--- config.mk ---
export PLATFORM = sky130hd
export DESIGN_NAME = ifu_fetch
export DESIGN_NICKNAME = d
export VERILOG_FILES = /design/src/rtl/ifu_fetch_pkg.sv /design/src/rtl/ifu_pc_gen.sv /design/src/rtl/ifu_fetch.sv
export SDC_FILE = /design/constraint.sdc
export NUM_CORES = 1
export LEC_CHECK = 0
export BUFFER_PORTS_ARGS = -buffer_cell sky130_fd_sc_hd__buf_2
export CAP_MARGIN = 10
export CORE_MARGIN = 4
export CORE_UTILIZATION = 51
export CTS_CLUSTER_DIAMETER = 50
export CTS_CLUSTER_SIZE = 8
export DETAILED_ROUTE_END_ITERATION = 10
export PLACE_DENSITY = 0.77
export SYNTH_ARGS = -nofsm -noshare
export SYNTH_HDL_FRONTEND = slang
export SYNTH_HIERARCHICAL = 1
export SYNTH_SLANG_ARGS = --single-unit
--- constraint.sdc ---
create_clock -name clk -period 3.8 [get_ports clk]
set_input_delay 0.38 -clock clk [delete_from_list [all_inputs] [get_ports clk]]
set_output_delay 0.38 -clock clk [all_outputs]
set_load 0.05 [all_outputs]
--- src/rtl/ifu_fetch_pkg.sv ---
// Shared constants and FSM encoding for the instruction fetch stage.
package ifu_fetch_pkg;

  localparam int PC_W   = 64;
  localparam int INST_W = 32;

  localparam logic [31:0] NOP_INST         = 32'h0000_0013;
  localparam logic [63:0] RESET_PC_DEFAULT = 64'h8000_0000;

  typedef enum logic [1:0] {
    S_REQ   = 2'd0,
    S_WAIT  = 2'd1,
    S_DRAIN = 2'd2
  } fetch_state_e;

endpackage

--- src/rtl/ifu_pc_gen.sv ---
// Architectural fetch PC register with next-PC selection:
// redirect (word-aligned) > +4 after an accepted response > hold.
module ifu_pc_gen #(
  parameter int                 PC_WIDTH = 64,
  parameter logic [PC_WIDTH-1:0] RESET_PC = '0
) (
  input  logic                clk,
  input  logic                rst,
  input  logic                redirect_valid_i,
  input  logic [PC_WIDTH-1:0] redirect_pc_i,
  input  logic                advance_i,
  output logic [PC_WIDTH-1:0] pc_o
);

  logic [PC_WIDTH-1:0] pc_q;
  logic [PC_WIDTH-1:0] pc_d;

  always_comb begin
    pc_d = pc_q;
    if (redirect_valid_i) begin
      pc_d = {redirect_pc_i[PC_WIDTH-1:2], 2'b00};
    end else if (advance_i) begin
      pc_d = pc_q + PC_WIDTH'(4);
    end
  end

  always_ff @(posedge clk or posedge rst) begin
    if (rst) begin
      pc_q <= RESET_PC;
    end else begin
      pc_q <= pc_d;
    end
  end

  assign pc_o = pc_q;

endmodule

--- src/rtl/ifu_fetch.sv ---
// Fetch stage: single-outstanding imem requests, one-entry output buffer,
// redirects that drop any response belonging to a stale fetch.
module ifu_fetch
  import ifu_fetch_pkg::*;
#(
  parameter int                  PC_WIDTH   = PC_W,
  parameter int                  INST_WIDTH = INST_W,
  parameter logic [PC_WIDTH-1:0] RESET_PC   = PC_WIDTH'(RESET_PC_DEFAULT)
) (
  input  logic                  clk,
  input  logic                  rst,
  input  logic                  redirect_valid,
  input  logic [PC_WIDTH-1:0]   redirect_pc,
  input  logic                  id_ready,
  output logic                  imem_req_valid,
  input  logic                  imem_req_ready,
  output logic [PC_WIDTH-1:0]   imem_req_addr,
  input  logic                  imem_resp_valid,
  input  logic [INST_WIDTH-1:0] imem_resp_data,
  output logic                  if_valid,
  output logic [PC_WIDTH-1:0]   if_pc,
  output logic [INST_WIDTH-1:0] if_inst,
  output logic [1:0]            dbg_state_o
);

  // Handshakes: a request transfers in any cycle where imem_req_valid && imem_req_ready;
  // a buffered entry transfers in any cycle where if_valid && id_ready; memory
  // returns exactly one imem_resp_valid pulse per transferred request.

  localparam logic [INST_WIDTH-1:0] NOP = INST_WIDTH'(NOP_INST);

  fetch_state_e            state_q, state_d;
  logic                    buf_valid_q, buf_valid_d;
  logic [PC_WIDTH-1:0]     buf_pc_q, buf_pc_d;
  logic [INST_WIDTH-1:0]   buf_inst_q, buf_inst_d;
  logic [PC_WIDTH-1:0]     pc_q;
  logic                    resp_load;

  // Issuing only when the buffer will be free guarantees a response never
  // lands on an unconsumed entry.
  assign imem_req_valid = !rst && (state_q == S_REQ) && !redirect_valid &&
                          (!buf_valid_q || id_ready);
  assign resp_load      = (state_q == S_WAIT) && imem_resp_valid && !redirect_valid;

  ifu_pc_gen #(
    .PC_WIDTH (PC_WIDTH),
    .RESET_PC (RESET_PC)
  ) u_pc_gen (
    .clk              (clk),
    .rst              (rst),
    .redirect_valid_i (redirect_valid),
    .redirect_pc_i    (redirect_pc),
    .advance_i        (resp_load),
    .pc_o             (pc_q)
  );

  always_comb begin
    state_d = state_q;
    unique case (state_q)
      S_REQ: begin
        if (imem_req_valid && imem_req_ready) state_d = S_WAIT;
      end
      S_WAIT: begin
        if (imem_resp_valid)     state_d = S_REQ;
        else if (redirect_valid) state_d = S_DRAIN;
      end
      S_DRAIN: begin
        if (imem_resp_valid) state_d = S_REQ;
      end
      default: state_d = S_REQ;
    endcase
  end

  always_comb begin
    buf_valid_d = buf_valid_q;
    buf_pc_d    = buf_pc_q;
    buf_inst_d  = buf_inst_q;
    if (redirect_valid) begin
      buf_valid_d = 1'b0;
    end else if (resp_load) begin
      buf_valid_d = 1'b1;
      buf_pc_d    = pc_q;
      buf_inst_d  = imem_resp_data;
    end else if (id_ready && buf_valid_q) begin
      buf_valid_d = 1'b0;
    end
  end

  always_ff @(posedge clk or posedge rst) begin
    if (rst) begin
      state_q     <= S_REQ;
      buf_valid_q <= 1'b0;
      buf_pc_q    <= '0;
      buf_inst_q  <= NOP;
    end else begin
      state_q     <= state_d;
      buf_valid_q <= buf_valid_d;
      buf_pc_q    <= buf_pc_d;
      buf_inst_q  <= buf_inst_d;
    end
  end

  assign imem_req_addr = pc_q;
  assign if_valid      = buf_valid_q;
  assign if_pc         = buf_pc_q;
  assign if_inst       = buf_valid_q ? buf_inst_q : NOP;
  assign dbg_state_o   = state_q;

endmodule
==> results of run 1 <==
==> worst register-to-register path: cells and delay by family (launching register included) <==
family / cells / cell delay, ns
AOI/OAI and AO/OA: 1 / 0.19
and+or+nand+nor: 5 / 2.15
DFF: 1 / 0.42
==> cells in the mapped netlist, types with 3 or more instances <==
cell and n:
nor3_1 5, nand3_2 3, a31oi_1 18, o21ai_0 47, and4_1 7, and3_1 10
xor2_1 31, nor4_1 7, or4_1 11, buf_2 8, mux2_4 20, nand4_4 3
nor2_1 23, mux2_2 78, or3_1 10, nand3_1 25, nand2_1 61, inv_1 9
xnor2_1 10, dfstp_2 4, nand4_1 21, o31ai_1 10, dfrtp_1 157, buf_6 5
and2_1 32, nand2b_1 7, clkbuf_1 16
==> cells by family after synthesis <==
group | count (synthesis)
AO/OA/AOI/OAI | 82
XOR/XNOR | 41
adder cells (fa/ha/maj) | 1
buffers and inverters | 43
flip-flops | 161
multiplexers | 99
other | 1
AND/OR/NAND/NOR | 240
==> path summary, 6_finish.rpt <==
| kind | cells after the start | slack (ns) | from | to |
|---|---|---|---|---|
| worst max-delay path | 6 | 0.94 | dbg_state_o[1]$_DFFE_PP0P_ | u_pc_gen/pc_o[42]$_DFFE_PP0N_ |
| worst min-delay path | 2 | 0.14 | imem_resp_valid | dbg_state_o[1]$_DFFE_PP0P_ |
| worst max register to register | 6 | 0.94 | dbg_state_o[1]$_DFFE_PP0P_ | u_pc_gen/pc_o[42]$_DFFE_PP0N_ |
| worst min register to register | 1 | 0.50 | buf_inst_q[2]$_DFFE_PP0P_ | buf_inst_q[2]$_DFFE_PP0P_ |
| max in group asynchronous | 3 | 2.72 | rst | if_pc[19]$_DFFE_PP0P_ |
| min in group asynchronous | 2 | 0.18 | rst | u_pc_gen/pc_o[60]$_DFFE_PP0N_ |
==> final cells by class <==
| type | instances | area share (%) |
|---|---|---|
| diodes | 1 | 0.0256 |
| clock buffers | 22 | 4.65 |
| clock inverters | 10 | 1.42 |
| inverters | 9 | 0.371 |
| multi-input cells | 465 | 35.8 |
| flip-flops and latches | 161 | 41.3 |
| well taps | 184 | 2.36 |
| repair buffers | 270 | 14.1 |
==> flip-flops by register name (all words and copies together) (netlist names) <==
signal and cells:
if_pc 64, u_pc_gen/pc_o 62, buf_inst_q 32, dbg_state_o 2
if_valid 1
==> power by group through the flow <==
stage                     clock network, uW  logic, uW  registers [uW]
after global placement                    0       2010            2400
after global routing                   1820       2120            2450
after floorplan                           0        540            3390
after detailed placement                  0       2040            2420
final                                  1720       2030            2390
after CTS                              1750       2040            2400
==> cells in the final DEF (no fill, tap or decap), types with 6 or more instances in the layout <==
master / count
o21ai_0: 47
inv_1: 7
and4_1: 7
nand2b_1: 7
nand3_1: 25
nor2_1: 23
and2_1: 32
clkbuf_16: 17
and3_1: 10
xnor2_1: 10
buf_2: 261
nand2_1: 61
or3_1: 10
nor4_1: 6
nand4_1: 21
a31oi_1: 18
dfrtp_1: 157
or4_1: 11
o31ai_1: 10
xor2_1: 31
mux2_2: 78
mux2_4: 20
buf_4: 9
==> through the flow <==
stage | hold slack [ns] | area, um2 | utilization [%] | std cells
floorplan | 0.443 | 7760 | - | 669
global placement | 0.481 | 9180 | 62.4 | 1089
detailed placement | 0.487 | 9180 | 62.4 | 1089
CTS | 0.126 | 9770 | 66.5 | 1121
global route | 0.135 | 9770 | 66.5 | 1122
finish | 0.144 | 9770 | 66.5 | 1122
==> metal layers <==
metal,GRT usage (%),wire (um),share of wire (%),vias to the layer above
li1,-,-,-,2911
met1,29.8,8550,41,3017
met2,38.5,9940,48,257
met3,8.18,1740,8.4,30
met4,7.35,365,1.8,4
met5,0,27,0.13,-
==> results.toml, run 1 <==
[synthesis]
syn_area_um2 = 7760
synth_area_leader_cell = "dfrtp_1"
async_flop_share_pct = 100
yosysWarnings = 6
synth.area.top_cells = "dfrtp_1, mux2_2, mux2_4, xor2_1, o21ai_0"
synthAdderAreaFrac_pct = 0.161
synth-simple-area-share_pct = 18.7
synth_top_family_by_area = "simple AND/OR/NAND/NOR gates"
yosysTopAreaCellShare_pct = 50.7
synth_cell_types = 51
ys_ff_latch = 161
synthMuxAreaShare_pct = 15.3
syn_avg_cell_area_um2 = 11.6
syn_inst = 668
synth_compound_area_share_pct = 6.16
synth-xor-area-share_pct = 4.63
ys_dominant_reg_cell = "dfrtp_1"
synth-edff-count = 0
seq_area_frac_synth_pct = 52.0

[detailed_routing]
drtIter0Drc = 396
ant_nets = 0
dr_total_vias = 6219
post_drt_wl_per_cell_um = 18.4
drc = 0
routed_via_density = 5.54
dr.pass1.iters = 5
wl_um = 20600

[clock_network]
cts_tree = "done"
cts.sinks = 161
ctsResizeCount = 0
post_cts_buffers = 0
clk_latency_ns = 0.42
clk_pin_slew_ns = 0.07
cts_buffer_depth = 2
ctsRootBufferMaster = "clkbuf_16"
cts_made_buffers = 17
cts_htree_levels = 4
holdBufCountCts = 0

[cells_and_area]
finalNetCount = 1027
seq_area_um2 = 4030
drive_above_1_share_pct = 45.0
area_delta_synth_final_pct = 26.0
multi_input_comb_area_um2 = 3500
num-fill-cells = 1167

[timing]
worst_pin_slew_ns = 1.11
setup_slack_ns = 0.943
period_share_pct = 75.2
finalSetupViolations = 0
fmax_ghz = 0.350
setup_tns_ns = 0
rsz0062_at_grt = "false"
slew_headroom_pct = 25.7
finClkSkew_ns = 0.0108
period_minus_slack_ns = 2.86
hold_violations = 0
drv_slew = 0

[grt]
grt_use_total_pct = 23.6
grt_remaining_overflow = 0
grt_start_max_net_pins = 83
grt_pass1_vias = 6289
antenna_found_initial = 3
grt_pass1_wl_um = 32800

[placed_design]
io_buffers = 261
post-dp-hpwl_um = 14700
gp_congestion = 0.859
place_ws_ns = 0.919

[floorplan]
rows = 44
die_w_um = 131
die-area_um2 = 17200
start_util_pct = 52.8
coreArea_um2 = 14700
pin_count = 266
chipHeight_um = 131

[pwr]
p_seq_share_pct = 39.0
p_per_area_nw_per_um2 = 628
peakVddDrop_mv = 0.569
combPwrFrac_pct = 33.0
switchingPower_uw = 2380
switching_share_pct = 38.8
p_int_uw = 3760
p_leak_uw = 0.00462
clockPowerShare_pct = 28.0
finalPower_uw = 6140

[run_status]
outcome = "completed"

[worst_setup_path]
critical_path_class = "reg -> reg"
cp.arrival_ns = 3.18
slowest_delay_ns = 0.62
required_ns = 4.12
timing.critical_path.buf_inv = 0
endpoint_kind = "flip-flop"
path_max_fanout = 19
path_delay_family = "simple AND/OR/NAND/NOR gates"
critPathSlowestCell = "nor4_4"
path_cells = "and4bb_4 -> nand3_1 -> nor4_4 -> nand4_4 -> or4_1 -> a31oi_1"
cp-start-kind = "flip-flop"

[flow_run]
maxCapViolations = 0

[hold_path]
hp-class = "in -> reg"
Power figures use the tool's default switching activity.
==> inputs of run 2 (changes only) <==
clock period = 3 ns   (was 3.8 ns; I/O delays follow)
==> run 2 against run 1 <==
  * Non-clock buffer count rose by 3
  * Wire length rose by 0.66%
  * Clock power rose by 25%
  * Worst setup slack got worse by 0.54 ns
  * Combinational power rose by 27%
  * Utilization rose by 0.30 points
  * Hold slack got worse by 0.065 ns
  * Largest power group unchanged
==> results.toml, run 2 (same netlist as run 1, synthesis figures left out) <==
[clock_network]
post_cts_buffers = 0
cts_htree_levels = 4
cts_made_buffers = 17
ctsRootBufferMaster = "clkbuf_16"
clk_latency_ns = 0.42
ctsResizeCount = 0
clk_pin_slew_ns = 0.06
cts_buffer_depth = 2
cts_tree = "done"
cts.sinks = 161
holdBufCountCts = 1

[flow_run]
maxCapViolations = 0

[timing]
setup_slack_ns = 0.399
worst_pin_slew_ns = 0.978
finClkSkew_ns = 0.00869
fmax_ghz = 0.384
period_minus_slack_ns = 2.60
rsz0062_at_grt = "false"
setup_tns_ns = 0
drv_slew = 0
slew_headroom_pct = 34.7
period_share_pct = 86.7
hold_violations = 0
finalSetupViolations = 0

[cells_and_area]
final_cell_mix = "buf_2, dfrtp_1, mux2_2"
final_common_cell = "buf_2"
finalNetCount = 1030
area_delta_synth_final_pct = 26.6
drive_above_1_share_pct = 45.4
largest_reg_flops = 64

[placed_design]
io_buffers = 261
gp_congestion = 0.847
post-dp-hpwl_um = 14600
place_ws_ns = 0.452

[grt]
grt_pass1_wl_um = 33500
antenna_found_initial = 2
grt_remaining_overflow = 0
grt_use_total_pct = 23.9
grt_start_max_net_pins = 102
grt_pass1_vias = 6353

[pwr]
switching_share_pct = 39.0
clockPowerShare_pct = 27.8
p_leak_uw = 0.00464
combPwrFrac_pct = 33.2
p_int_uw = 4730
p_per_area_nw_per_um2 = 790
p_seq_share_pct = 39.0
finalPower_uw = 7760
peakVddDrop_mv = 0.571
switchingPower_uw = 3020

[worst_setup_path]
required_ns = 3.34
endpoint_kind = "flip-flop"
critPathSlowestCell = "nor4b_4"
cp.depth = 5
cp.arrival_ns = 2.94
path_cells = "nand4_2 -> nor4b_4 -> nand4_4 -> or4_1 -> a31oi_1"
timing.critical_path.buf_inv = 0
path_max_fanout = 19
slowest_delay_ns = 0.61
cp-start-kind = "flip-flop"
critical_path_class = "reg -> reg"
path_delay_family = "simple AND/OR/NAND/NOR gates"
ff2ff_path_depth = 5

[floorplan]
pin_count = 266
die-area_um2 = 17200
chipHeight_um = 131
start_util_pct = 52.8
die_w_um = 131
coreArea_um2 = 14700
rows = 44

[run_status]
outcome = "completed"

[hold_path]
hold_depth = 2
hp-class = "in -> reg"

[detailed_routing]
dr_total_vias = 6315
drc = 0
post_drt_wl_per_cell_um = 18.5
routed_via_density = 5.62
dr.pass1.iters = 5
drtIter0Drc = 367
ant_nets = 0
wl_um = 20800
==> run 2: stage by stage <==
step / std cells / utilization (%) / hold slack, ns / instance area [um2]
after floorplan: 669 / - / 0.363 / 7760
after CTS: 1122 / 66.8 / 0.0577 / 9810
after global placement: 1091 / 62.7 / 0.306 / 9220
final: 1123 / 66.8 / 0.0784 / 9820
after detailed placement: 1091 / 62.7 / 0.306 / 9220
after global routing: 1123 / 66.8 / 0.0738 / 9820
==> run 2: area by class of cell <==
class / count / area, um2
fillers: 1165 / 4880
flip-flops and latches: 161 / 4030
multi-input cells: 465 / 3500
repair buffers: 273 / 1420
clock buffers: 21 / 480
well taps: 184 / 230
clock inverters: 9 / 106
inverters: 9 / 36.3
diodes: 1 / 2.50
==> run 2: power by group through the flow <==
stage / logic (uW) / registers (uW) / clock network [uW]
finish: 2580 / 3030 / 2150
global route: 2700 / 3100 / 2290
global placement: 2560 / 3030 / 0
detailed placement: 2590 / 3060 / 0
floorplan: 684 / 4290 / 0
CTS: 2600 / 3030 / 2190
==> run 2: path summary, 6_finish.rpt <==
| check | from | end | slack (ns) |
|---|---|---|---|
| min in group asynchronous | rst | dbg_state_o[0]$_DFFE_PP0P_ | 0.44 |
| worst max-delay path | u_pc_gen/pc_o[14]$_DFFE_PP0N_ | u_pc_gen/pc_o[50]$_DFFE_PP0N_ | 0.40 |
| worst min-delay path | imem_resp_valid | dbg_state_o[1]$_DFFE_PP0P_ | 0.08 |
| max in group asynchronous | rst | u_pc_gen/pc_o[27]$_DFFE_PP0N_ | 1.55 |
| worst max register to register | u_pc_gen/pc_o[14]$_DFFE_PP0N_ | u_pc_gen/pc_o[50]$_DFFE_PP0N_ | 0.40 |
| worst min register to register | buf_inst_q[20]$_DFFE_PP0P_ | buf_inst_q[20]$_DFFE_PP0P_ | 0.50 |
==> run 2: per-layer routing <==
| layer | share of wire [%] | routed length, um | up-vias | GRT usage (%) |
|---|---|---|---|---|
| li1 | - | - | 2933 | - |
| met1 | 42 | 8640 | 3069 | 31.1 |
| met2 | 47 | 9750 | 275 | 37.2 |
| met3 | 8.9 | 1850 | 36 | 8.83 |
| met4 | 2.4 | 501 | 2 | 8.11 |
| met5 | 0.034 | 7 | - | 0 |
==> run 2: worst register-to-register path, cell delays in order, from the launching register on <==
cell and delay [ns]:
dfrtp_1 0.49, nand4_2 0.27, nor4b_4 0.61, nand4_4 0.36, or4_1 0.60, a31oi_1 0.19
